## src/rtl/tl45_scoreboard.sv

```systemverilog
// rtl/tl45_scoreboard.sv - register-hazard scheduler with per-register pending-write counters
module tl45_scoreboard #(
   parameter int NREGS = 16,
   parameter int CNT_W = 2,
   parameter int INF_W = 5
) (
   input  logic             i_clk,
   input  logic             i_reset,
   input  logic             i_issue_valid,
   input  logic             i_issue_wr,
   input  logic [3:0]       i_issue_dr,
   input  logic [3:0]       i_issue_sr1,
   input  logic [3:0]       i_issue_sr2,
   output logic             o_issue_stall,
   input  logic             i_wb_valid,
   input  logic [3:0]       i_wb_dr,
   input  logic             i_flush,
   output logic [NREGS-1:0] o_busy_mask,
   output logic [INF_W-1:0] o_inflight,
   output logic             o_idle,
   output logic             o_err
);

   localparam logic [CNT_W-1:0] CNT_MAX = '1;
   localparam logic [CNT_W-1:0] CNT_ONE = CNT_W'(1);
   localparam logic [INF_W-1:0] INF_ONE = INF_W'(1);

   logic [CNT_W-1:0] cnt_q [NREGS];
   logic [CNT_W-1:0] cnt_d [NREGS];
   logic [NREGS-1:0] busy_q, busy_d;
   logic [INF_W-1:0] inflight_q, inflight_d;
   logic             idle_q, idle_d;
   logic             err_q, err_d;

   logic haz1, haz2, hazw, accept, inc, dec, same_reg;

   // Hazard detection from registered counts only; flush always blocks issue
   always_comb begin
      haz1          = (i_issue_sr1 != 4'd0) && (cnt_q[i_issue_sr1] != '0);
      haz2          = (i_issue_sr2 != 4'd0) && (cnt_q[i_issue_sr2] != '0);
      hazw          = i_issue_wr && (i_issue_dr != 4'd0) && (cnt_q[i_issue_dr] == CNT_MAX);
      o_issue_stall = i_flush || (i_issue_valid && (haz1 || haz2 || hazw));
      accept        = i_issue_valid && !o_issue_stall;
      inc           = accept && i_issue_wr && (i_issue_dr != 4'd0);
      dec           = i_wb_valid && (i_wb_dr != 4'd0) && !i_flush;
      same_reg      = (i_issue_dr == i_wb_dr);
   end

   // Next-state for counters, totals and the sticky underflow flag
   always_comb begin
      cnt_d      = cnt_q;
      inflight_d = inflight_q;
      err_d      = err_q;
      busy_d     = '0;
      if (i_flush) begin
         for (int r = 0; r < NREGS; r++) begin
            cnt_d[r] = '0;
         end
         inflight_d = '0;
      end else if (!(inc && dec && same_reg)) begin
         if (inc) begin
            cnt_d[i_issue_dr] = cnt_q[i_issue_dr] + CNT_ONE;
            inflight_d        = inflight_d + INF_ONE;
         end
         if (dec) begin
            if (cnt_q[i_wb_dr] != '0) begin
               cnt_d[i_wb_dr] = cnt_q[i_wb_dr] - CNT_ONE;
               inflight_d     = inflight_d - INF_ONE;
            end else begin
               err_d = 1'b1;
            end
         end
      end
      // Register 0 is never tracked, so its busy bit stays clear
      for (int r = 1; r < NREGS; r++) begin
         busy_d[r] = (cnt_d[r] != '0);
      end
      idle_d = (inflight_d == '0);
   end

   // State registers with asynchronous reset
   always_ff @(posedge i_clk or posedge i_reset) begin
      if (i_reset) begin
         for (int r = 0; r < NREGS; r++) begin
            cnt_q[r] <= '0;
         end
         busy_q     <= '0;
         inflight_q <= '0;
         idle_q     <= 1'b1;
         err_q      <= 1'b0;
      end else begin
         cnt_q      <= cnt_d;
         busy_q     <= busy_d;
         inflight_q <= inflight_d;
         idle_q     <= idle_d;
         err_q      <= err_d;
      end
   end

   assign o_busy_mask = busy_q;
   assign o_inflight  = inflight_q;
   assign o_idle      = idle_q;
   assign o_err       = err_q;

endmodule

```

## config.mk

```make
export PLATFORM = sky130hd
export DESIGN_NAME = tl45_scoreboard
export DESIGN_NICKNAME = d
export VERILOG_FILES = /design/src/rtl/tl45_scoreboard.sv
export SDC_FILE = /design/constraint.sdc
export NUM_CORES = 1
export LEC_CHECK = 0
export BUFFER_PORTS_ARGS = -buffer_cell sky130_fd_sc_hd__clkbuf_2
export CAP_MARGIN = 20
export CORE_MARGIN = 1
export CORE_UTILIZATION = 50
export DETAILED_ROUTE_END_ITERATION = 6
export PLACE_DENSITY = 0.76
export REMOVE_ABC_BUFFERS = 1
export SLEW_MARGIN = 25
export SYNTH_ARGS = -nofsm -noshare
export SYNTH_HDL_FRONTEND = slang
export SYNTH_SLANG_ARGS = --single-unit
```

## constraint.sdc

```tcl
create_clock -name i_clk -period 7.7 [get_ports i_clk]
set_input_delay 0 -clock i_clk [delete_from_list [all_inputs] [get_ports i_clk]]
set_output_delay 0 -clock i_clk [all_outputs]
set_load 0.02 [all_outputs]
```

==> results.toml, run 1 <==
[run_status]
status = "finished, final reports clean"

[finish]
n_fill_cell = 774
num_antenna_cells = 0
drive_gt1_share_pct = 18.80
final_util_pct = 55.97
area_growth_pct = 6.936
finalNetCount = 541

[detailed_routing]
wl_per_cell_um = 21.98
dr.pass1.iters = 5
drc_errors = 0
wirelength_mm = 13.65
vias_per_cell = 6.948
drt_iter0_markers = 499
num_vias = 4315
ant_nets = 0

[pwr]
power_leakage_nw = 1.972
power.share.sequential_pct = 52.4
p_sw_mw = 0.1639
power_density_nw_per_um2 = 118.2
p_sw_share_pct = 29.69
clkPwrFrac_pct = 30.1
power_frac_comb_pct = 17.5
power.internal_mw = 0.3880
power_mw = 0.5518
ir_drop_uv = 64.97

[die]
coreArea_um2 = 8341
die_x_um = 95.44
initial_core_util_pct = 52.34
std_cell_rows = 33
dieArea_um2 = 9109
io_pins = 46
die_y_um = 95.44

[setup_path]
crit_path_start_kind = "flop"
critPathRequiredTime_ns = 7.86
arrival_ns = 5.25
worstPathMaxFanout = 28
endpoint_kind = "flop"
criticalPathCategory = "reg2reg"

[sta]
fin_crit_ns = 5.085
finalSetupViolCount = 0
maxSlewViolCount = 0
holdWs_ns = 0.1745
slew_headroom_pct = 38.14
clock.fmax_ghz = 0.1966
post-route-period-util_pct = 66.04
worst_slew_pin_slew_ns = 0.9257
finalHoldViolCount = 0
rsz0062_at_grt = "no"
fin_worst_skew_ns = 0.008976
tns_ns = 0

[grt]
grt_usage_pct = 31.61
grt_overflow = 0
grt_pass1_wl_mm = 21.45
grt_pass1_vias = 3953
grt_start_max_net_pins = 55
antenna_found_initial = 0

[cts]
clockBufferDepth = 2
clkTransAtPathRegs_ns = 0.10
ctsHoldBuffers = 1
clock_latency_ns = 0.31
post_cts_resized = 0
cts_setup_buffers = 0
cts_tree = "done"
root_buffer = "clkbuf_8"
h-tree-depth = 2
cts_inserted_buffers = 5
cts.sinks = 54

[placement]
dp_hpwl_mm = 9.658
gp_congestion = 0.9906
portBuffers = 44

[synth]
yosysWarningCount = 0
synth_top_area_cell = "dfrtp_1"
syn_inst = 498
synth_ff_type = "dfrtp_1"
synth_edf_count = 0
synth.yosys.seq_area_share_pct = 30.98
synth_seq_cells = 54
synth_most_common_cell = "nor2_1"
netlist_top_cells_count = "nor2_1, dfrtp_1, nand2_1"
synth_cell_types = 67
synth_area_um2 = 4365
synth_area_per_cell_um2 = 8.766
async_flop_share_pct = 100.0
synth.top_cell.area_share_pct = 30.38
synthTopCellsByArea = "dfrtp_1, mux4_2, nor2_1, a31oi_1, nand2_1"

[worst_hold_path]
hold_path_class = "in2reg"

[flow_run]
max_cap_violations = 0
==> power groups by stage <==
stage	Combinational (mW)	Sequential, mW	Clock (mW)
after CTS	0.0943	0.289	0.170
after floorplan	0.0495	0.296	0
after global placement	0.0923	0.295	0
final	0.0966	0.289	0.166
after detailed placement	0.0939	0.295	0
after global routing	0.105	0.290	0.180
==> worst max-delay path, stage by stage (launching register included) <==
cell,delay [ns]
dfrtp_1,0.46
mux4_2,0.52
mux4_2,0.60
ha_1,0.27
nor2_1,0.09
o2111a_1,0.20
o21ai_0,0.14
a21oi_1,0.57
nand3_1,0.73
nand2_1,0.97
or2_0,0.24
o311ai_0,0.14
==> registers in the layout, indices dropped and copies added (netlist names) <==
signal	cells
cnt_q	32
o_busy_mask	15
o_err	1
o_idle	1
o_inflight	5
==> per-layer routing <==
layer	track usage [%]	part of all wire, %
met5	0	0
met4	10.07	1.7
met3	6.699	9.6
met2	47.74	46
met1	45.13	43
==> kinds of logic after synthesis <==
logic type	synth area share (%)
adders and majority gates	1.147
xor gates and xnor gates	1.404
DFF	30.98
buffers and inverters	5.331
AOI/OAI and AO/OA	24.48
and+or+nand+nor	22.61
muxes	13.96
other	0.08590
==> area by class of cell <==
cell class                      count  area (um2)  area share [%]
Multi-Input combinational cell    390        2780           59.56
Tap cell                          105       131.4           2.814
Timing Repair Buffer               48       252.7           5.414
Inverter                           16       60.06           1.287
Clock buffer                        7       86.33           1.849
Clock inverter                      1       5.005          0.1072
Sequential cell                    54        1353           28.97
==> stage by stage <==
step	setup slack, ns	area, um2	cells
final	2.615	4668	621
after global routing	2.293	4668	621
after CTS	2.730	4668	621
after detailed placement	2.528	4567	612
after global placement	2.782	4567	612
after floorplan	3.576	4193	460
==> worst paths after layout <==
kind	startpoint	end	slack [ns]	cells past startpoint
worst max-delay path	cnt_q[10]	o_busy_mask[6]	2.61	11
worst min-delay path	i_wb_valid	o_err	0.17	3
worst max register to register	cnt_q[10]	o_busy_mask[6]	2.61	11
worst min register to register	o_err	o_err	0.51	1
max in group asynchronous	i_reset	o_err	6.82	4
min in group asynchronous	i_reset	o_busy_mask[10]	0.40	4
==> cell usage in the layout, fill, tap and decap left out, types with 7 or more instances in the layout <==
cell / synthesis / final
mux2i_1: 8 / 8
nor2_1: 63 / 63
nand2_1: 44 / 44
nor3_1: 10 / 10
o22ai_1: 7 / 7
clkbuf_2: 0 / 44
dfrtp_1: 53 / 53
mux4_2: 22 / 22
nand4_1: 7 / 7
a31oi_1: 30 / 30
o2bb2ai_1: 10 / 10
nor2b_1: 10 / 10
inv_1: 16 / 15
a21oi_1: 24 / 24
nand3_1: 11 / 11
o21ai_0: 19 / 19
Note: power is estimated with default switching activity, not from simulation.
==> inputs of run 2 (changes only) <==
==> constraint.sdc (replaced) <==
create_clock -name i_clk -period 4.68 [get_ports i_clk]
set_input_delay 0 -clock i_clk [delete_from_list [all_inputs] [get_ports i_clk]]
set_output_delay 0 -clock i_clk [all_outputs]
set_load 0.02 [all_outputs]
==> run 2 against run 1 <==
Combinational power is 70% higher. Cell count rose by 1.9%. Sequential share of layout area fell by 0.55 points. Maximum frequency grew 15%. Routed wire length about the same. Critical path depth increased by 6. Clock power is 68% higher.
==> results.toml, run 2 (synthesis results as in run 1) <==
[sta]
finalSetupViolCount = 0
fin_worst_skew_ns = 0.01131
maxSlewViolCount = 0
clock.fmax_ghz = 0.2268
finalHoldViolCount = 0
post-route-period-util_pct = 94.22
tns_ns = 0
fin_crit_ns = 4.410
rsz0062_at_grt = "no"
worst_slew_pin_slew_ns = 0.8531
slew_headroom_pct = 43.13

[pwr]
p_sw_share_pct = 30.12
clkPwrFrac_pct = 30.4
power.internal_mw = 0.6417
p_sw_mw = 0.2766
ir_drop_uv = 106.2
power_leakage_nw = 2.033
power_frac_comb_pct = 17.9
power_density_nw_per_um2 = 193.0
power.share.sequential_pct = 51.8

[detailed_routing]
wirelength_mm = 13.66
wl_per_cell_um = 21.57
num_vias = 4427
met2_length_mm = 6.025
dr_wl_met3_mm = 1.681
drt-met1-wl_mm = 5.449
top_layer = "met4"
drc_errors = 0
vias_per_cell = 6.994
ant_nets = 0
drt_iter0_markers = 459
dr.pass1.iters = 5

[cts]
post_cts_resized = 0
clock_latency_ns = 0.32
clockBufferDepth = 2
cts.sinks = 54
root_buffer = "clkbuf_8"
h-tree-depth = 2
cts_tree = "done"
clkTransAtPathRegs_ns = 0.10
cts_inserted_buffers = 5

[grt]
grt_start_max_net_pins = 55
antenna_found_initial = 0
grt_pass1_wl_mm = 21.40
grt_usage_pct = 31.45
grt_pass1_vias = 4054
grt_overflow = 0

[setup_path]
crit_path_start_kind = "flop"
critical_path.max_stage_delay_ns = 0.59
critPathRequiredTime_ns = 4.92
endpoint_kind = "flop"
worstPathMaxFanout = 9
slowest_stage = "mux4_2"
critical-path-top-delay-family = "multiplexers"
path_cells = "mux4_2, mux4_2, ha_1, nor2_1, o2111a_1, o21ai_0, a21o_1, nor2_4, mux2i_1, ha_1, nand3_1, mux2_2, nand2_1, o41ai_2, a22o_1, mux2i_1, nor4_2"
arrival_ns = 4.64
criticalPathCategory = "reg2reg"
cp.buffers_inverters = 0

[die]
std_cell_rows = 33
io_pins = 46
coreArea_um2 = 8341
dieArea_um2 = 9109
initial_core_util_pct = 52.34
die_x_um = 95.44
die_y_um = 95.44

[placement]
placed_area_um2 = 4657
portBuffers = 44
gp_congestion = 1.008
dp_hpwl_mm = 9.781
dp.cells = 624

[finish]
n_fill_cell = 768
drive_gt1_share_pct = 20.64
most-common-layout-cells = "nor2_1, dfrtp_1, nand2_1, clkbuf_2, a31oi_1"
largest_register_ff_count = 32
area_growth_pct = 9.000
fin_cells = 633
top_register = "cnt_q"
finalNetCount = 553
final_area_um2 = 4758
layout.cells.most_common = "nor2_1"
num_antenna_cells = 0

[flow_run]
max_cap_violations = 0

[worst_hold_path]
hold_path_class = "in2reg"

[run_status]
status = "finished, final reports clean"
[run 2: worst register-to-register path, delay by kind of cell, from the launching register on]
family | cells | cell delay [ns]
compound gates | 5 | 0.95
simple gates | 5 | 0.75
mux | 5 | 1.69
flops | 1 | 0.45
fa+ha+maj | 2 | 0.47
[run 2: metrics by stage]
stage               power, mW  worst slack, ns  util [%]  hold WS [ns]
finish                 0.9183           0.2704     57.05        0.1471
global route           0.9469          0.06931     57.05        0.1802
CTS                    0.9159           0.3041     57.05        0.1511
detailed placement     0.6422           0.3341     55.84        0.2180
global placement       0.6415           0.4687     55.84        0.2086
floorplan              0.5691           0.5560         -       0.06314
[run 2: cell type report]
cell class	instances	area, um2	area share, %
clock buffer	7	86.33	1.814
clock inverter	1	5.005	0.1052
inverter	16	60.06	1.262
multi-input combinational	390	2780	58.43
sequential	54	1353	28.43
tap	105	131.4	2.761
timing repair buffer	60	342.8	7.205
[run 2: worst paths after layout]
kind,from,end,slack [ns],depth (start not counted)
worst max-delay path,cnt_q[10],o_idle,0.27,17
worst min-delay path,i_wb_valid,o_err,0.15,3
worst max register to register,cnt_q[10],o_idle,0.27,17
worst min register to register,o_err,o_err,0.50,1
max in group asynchronous,i_reset,cnt_q[26],3.81,4
min in group asynchronous,i_reset,o_busy_mask[10],0.40,4
[run 2: power groups by stage]
stage,Sequential [mW],Combinational [mW],Clock [mW]
after floorplan,0.488,0.0814,0
after global placement,0.484,0.157,0
after detailed placement,0.484,0.158,0
after CTS,0.475,0.160,0.281
after global routing,0.476,0.175,0.296
final,0.475,0.164,0.279
[run 2: per-layer routing]
layer	vias to the layer above	global-route usage, %
li1	1956	-
met1	2082	43.72
met2	332	48.21
met3	57	6.380
met4	0	11.94
met5	-	0
[run 2: repair_timing]
action                                  CTS  global route
hold buffers                              1             0
endpoints found under the setup margin    0             0
endpoints found under the hold margin    53             0
buffers inserted                          0             0
==> inputs of run 3 (changes only) <==
--- a/config.mk
+++ b/config.mk
@@ -8,9 +8,9 @@
 export BUFFER_PORTS_ARGS = -buffer_cell sky130_fd_sc_hd__clkbuf_2
 export CAP_MARGIN = 20
 export CORE_MARGIN = 1
-export CORE_UTILIZATION = 50
+export CORE_UTILIZATION = 60
 export DETAILED_ROUTE_END_ITERATION = 6
-export PLACE_DENSITY = 0.76
+export PLACE_DENSITY = 0.87
 export REMOVE_ABC_BUFFERS = 1
 export SLEW_MARGIN = 25
 export SYNTH_ARGS = -nofsm -noshare
==> constraint.sdc (replaced) <==
create_clock -name i_clk -period 4.86 [get_ports i_clk]
set_input_delay 0 -clock i_clk [delete_from_list [all_inputs] [get_ports i_clk]]
set_output_delay 0 -clock i_clk [all_outputs]
set_load 0.02 [all_outputs]
==> run 3 against run 2 <==
Total power grew 1.1%. Sequential power shrank 4%. Via count grew 3.0%. Register-to-register slack gained 0.27 ns. Maximum frequency grew 2.1%. Hold slack gained 0.028 ns. Global-route usage grew 7.9 points. Critical path depth is the same. Routed wire length grew 4.4%. Worst setup slack gained 0.27 ns. Final area shrank 0.26%. Combinational power is essentially flat. Critical path type unchanged. Largest cell class unchanged.
==> results.toml, run 3 (synthesis results as in run 1) <==
[setup_path]
critPathRequiredTime_ns = 5.09
worstReg2RegStart = "cnt_q[8]"
endpoint_kind = "flop"
criticalPathCategory = "reg2reg"
worstPathMaxFanout = 9
arrival_ns = 4.55
r2r_slack_ns = 0.54
r2r-end = "o_idle"
crit_path_start_kind = "flop"
rr_worst_depth = 17

[cts]
root_buffer = "clkbuf_8"
cts_inserted_buffers = 5
h-tree-depth = 2
clkTransAtPathRegs_ns = 0.10
cts_tree = "done"
clock_latency_ns = 0.32
cts_setup_buffers = 0
cts.sinks = 54
clockBufferDepth = 2

[finish]
top_register = "cnt_q"
final_area_um2 = 4746
layout.cells.most_common = "nor2_1"
most-common-layout-cells = "nor2_1, dfrtp_1, nand2_1, clkbuf_2, a31oi_1"
drive_gt1_share_pct = 20.19
n_fill_cell = 564
area_growth_pct = 8.713
num_antenna_cells = 0
largest_register_ff_count = 32
finalNetCount = 550
final_util_pct = 68.71

[sta]
tns_ns = 0
worst_slew_pin_slew_ns = 0.8839
finalSetupViolCount = 0
rsz0062_at_grt = "no"
maxSlewViolCount = 0
finalHoldViolCount = 0
fin_worst_skew_ns = 0.007548
slew_headroom_pct = 41.07
fin_crit_ns = 4.320
post-route-period-util_pct = 88.90
clock.fmax_ghz = 0.2315

[run_status]
status = "finished, final reports clean"

[pwr]
ir_drop_uv = 147.6
power_frac_comb_pct = 17.4
power_density_nw_per_um2 = 195.6
power.share.sequential_pct = 49.3
clkPwrFrac_pct = 33.3
p_sw_mw = 0.2715
p_sw_share_pct = 29.24
power.internal_mw = 0.6569
power_leakage_nw = 2.020

[detailed_routing]
num_vias = 4561
ant_nets = 0
drt_iter0_markers = 711
wl_per_cell_um = 22.97
vias_per_cell = 7.345
wirelength_mm = 14.26
drc_errors = 0
dr.pass1.iters = 7

[placement]
portBuffers = 44
placed_area_um2 = 4626
gp_congestion = 1.070
dp_hpwl_mm = 9.928

[worst_hold_path]
hold_path_end = "o_err"
min_from = "i_wb_valid"
min_path_cells = 3
hold_path_class = "in2reg"

[grt]
grt_overflow = 0
grt_pass1_wl_mm = 22.53
grt_usage_pct = 39.30
grt_start_max_net_pins = 55
antenna_found_initial = 0
grt_pass1_vias = 4213

[flow_run]
max_cap_violations = 0

[die]
io_pins = 46
initial_core_util_pct = 63.21
die_x_um = 87.30
std_cell_rows = 30
die_y_um = 87.30
dieArea_um2 = 7620
coreArea_um2 = 6907
run 3: cell types whose count changed in the layout (fill, tap and decap cells not counted):
cell        delta
clkbuf_8       -1
clkinvlp_4     +1
bufinv_16      +1
inv_4          +1
clkinv_2       -1
buf_4          -3
inv_2          -1
run 3: area by class of cell:
class | instances | area [um2] | area share, %
clock inverters | 2 | 37.54 | 0.7909
multi-input cells | 390 | 2780 | 58.58
repair buffers | 57 | 320.3 | 6.749
flip-flops and latches | 54 | 1353 | 28.50
clock buffers | 6 | 72.57 | 1.529
well taps | 96 | 120.1 | 2.531
inverters | 16 | 62.56 | 1.318
run 3: worst max-delay path by stage:
stage                             start      to  slack [ns]  depth (start not counted)
after floorplan                cnt_q[2]  o_idle        0.74                         17
after global placement    i_issue_dr[0]  o_idle        0.67                         18
after detailed placement  i_issue_dr[0]  o_idle        0.55                         19
after CTS                      cnt_q[8]  o_idle        0.56                         17
after global routing          cnt_q[10]  o_idle        0.35                         17
final                          cnt_q[8]  o_idle        0.54                         17
run 3: through the flow:
step	power [mW]	hold WS, ns	setup slack (ns)	cells
after detailed placement	0.6206	0.1395	0.5528	612
final	0.9284	0.1750	0.5397	621
after floorplan	0.5480	0.06314	0.7360	460
after CTS	0.9240	0.1643	0.5589	621
after global routing	0.9529	0.1847	0.3531	621
after global placement	0.6176	0.3256	0.6717	612
run 3: worst max-delay path: stages (launching register included):
cell and delay, ns:
dfrtp_1 0.44, mux4_2 0.53, mux4_2 0.60, ha_1 0.27
nor2_1 0.09, o2111a_1 0.20, o21ai_0 0.14, a21o_1 0.23
nor2_4 0.12, mux2i_1 0.21, ha_1 0.21, nand3_1 0.12
mux2_2 0.31, nand2_1 0.08, o41ai_2 0.06, a22o_1 0.22
mux2i_1 0.14, nor4_2 0.27
run 3: power by group through the flow:
stage                     logic, mW  clock network, mW  registers (mW)
after detailed placement      0.154                  0           0.466
final                         0.162              0.309           0.458
after floorplan              0.0784                  0           0.470
after global placement        0.151                  0           0.466
after CTS                     0.155              0.311           0.458
after global routing          0.170              0.324           0.458
run 3: repair_timing:
action	CTS	global route
gates resized for setup	0	0
hold buffers	1	0
hold endpoints to repair	53	0
run 3: layer usage:
layer / track usage, % / part of all wire (%)
met1: 54.14 / 38
met2: 59.16 / 44
met3: 7.867 / 13
met4: 19.08 / 4.9
met5: 0 / 0
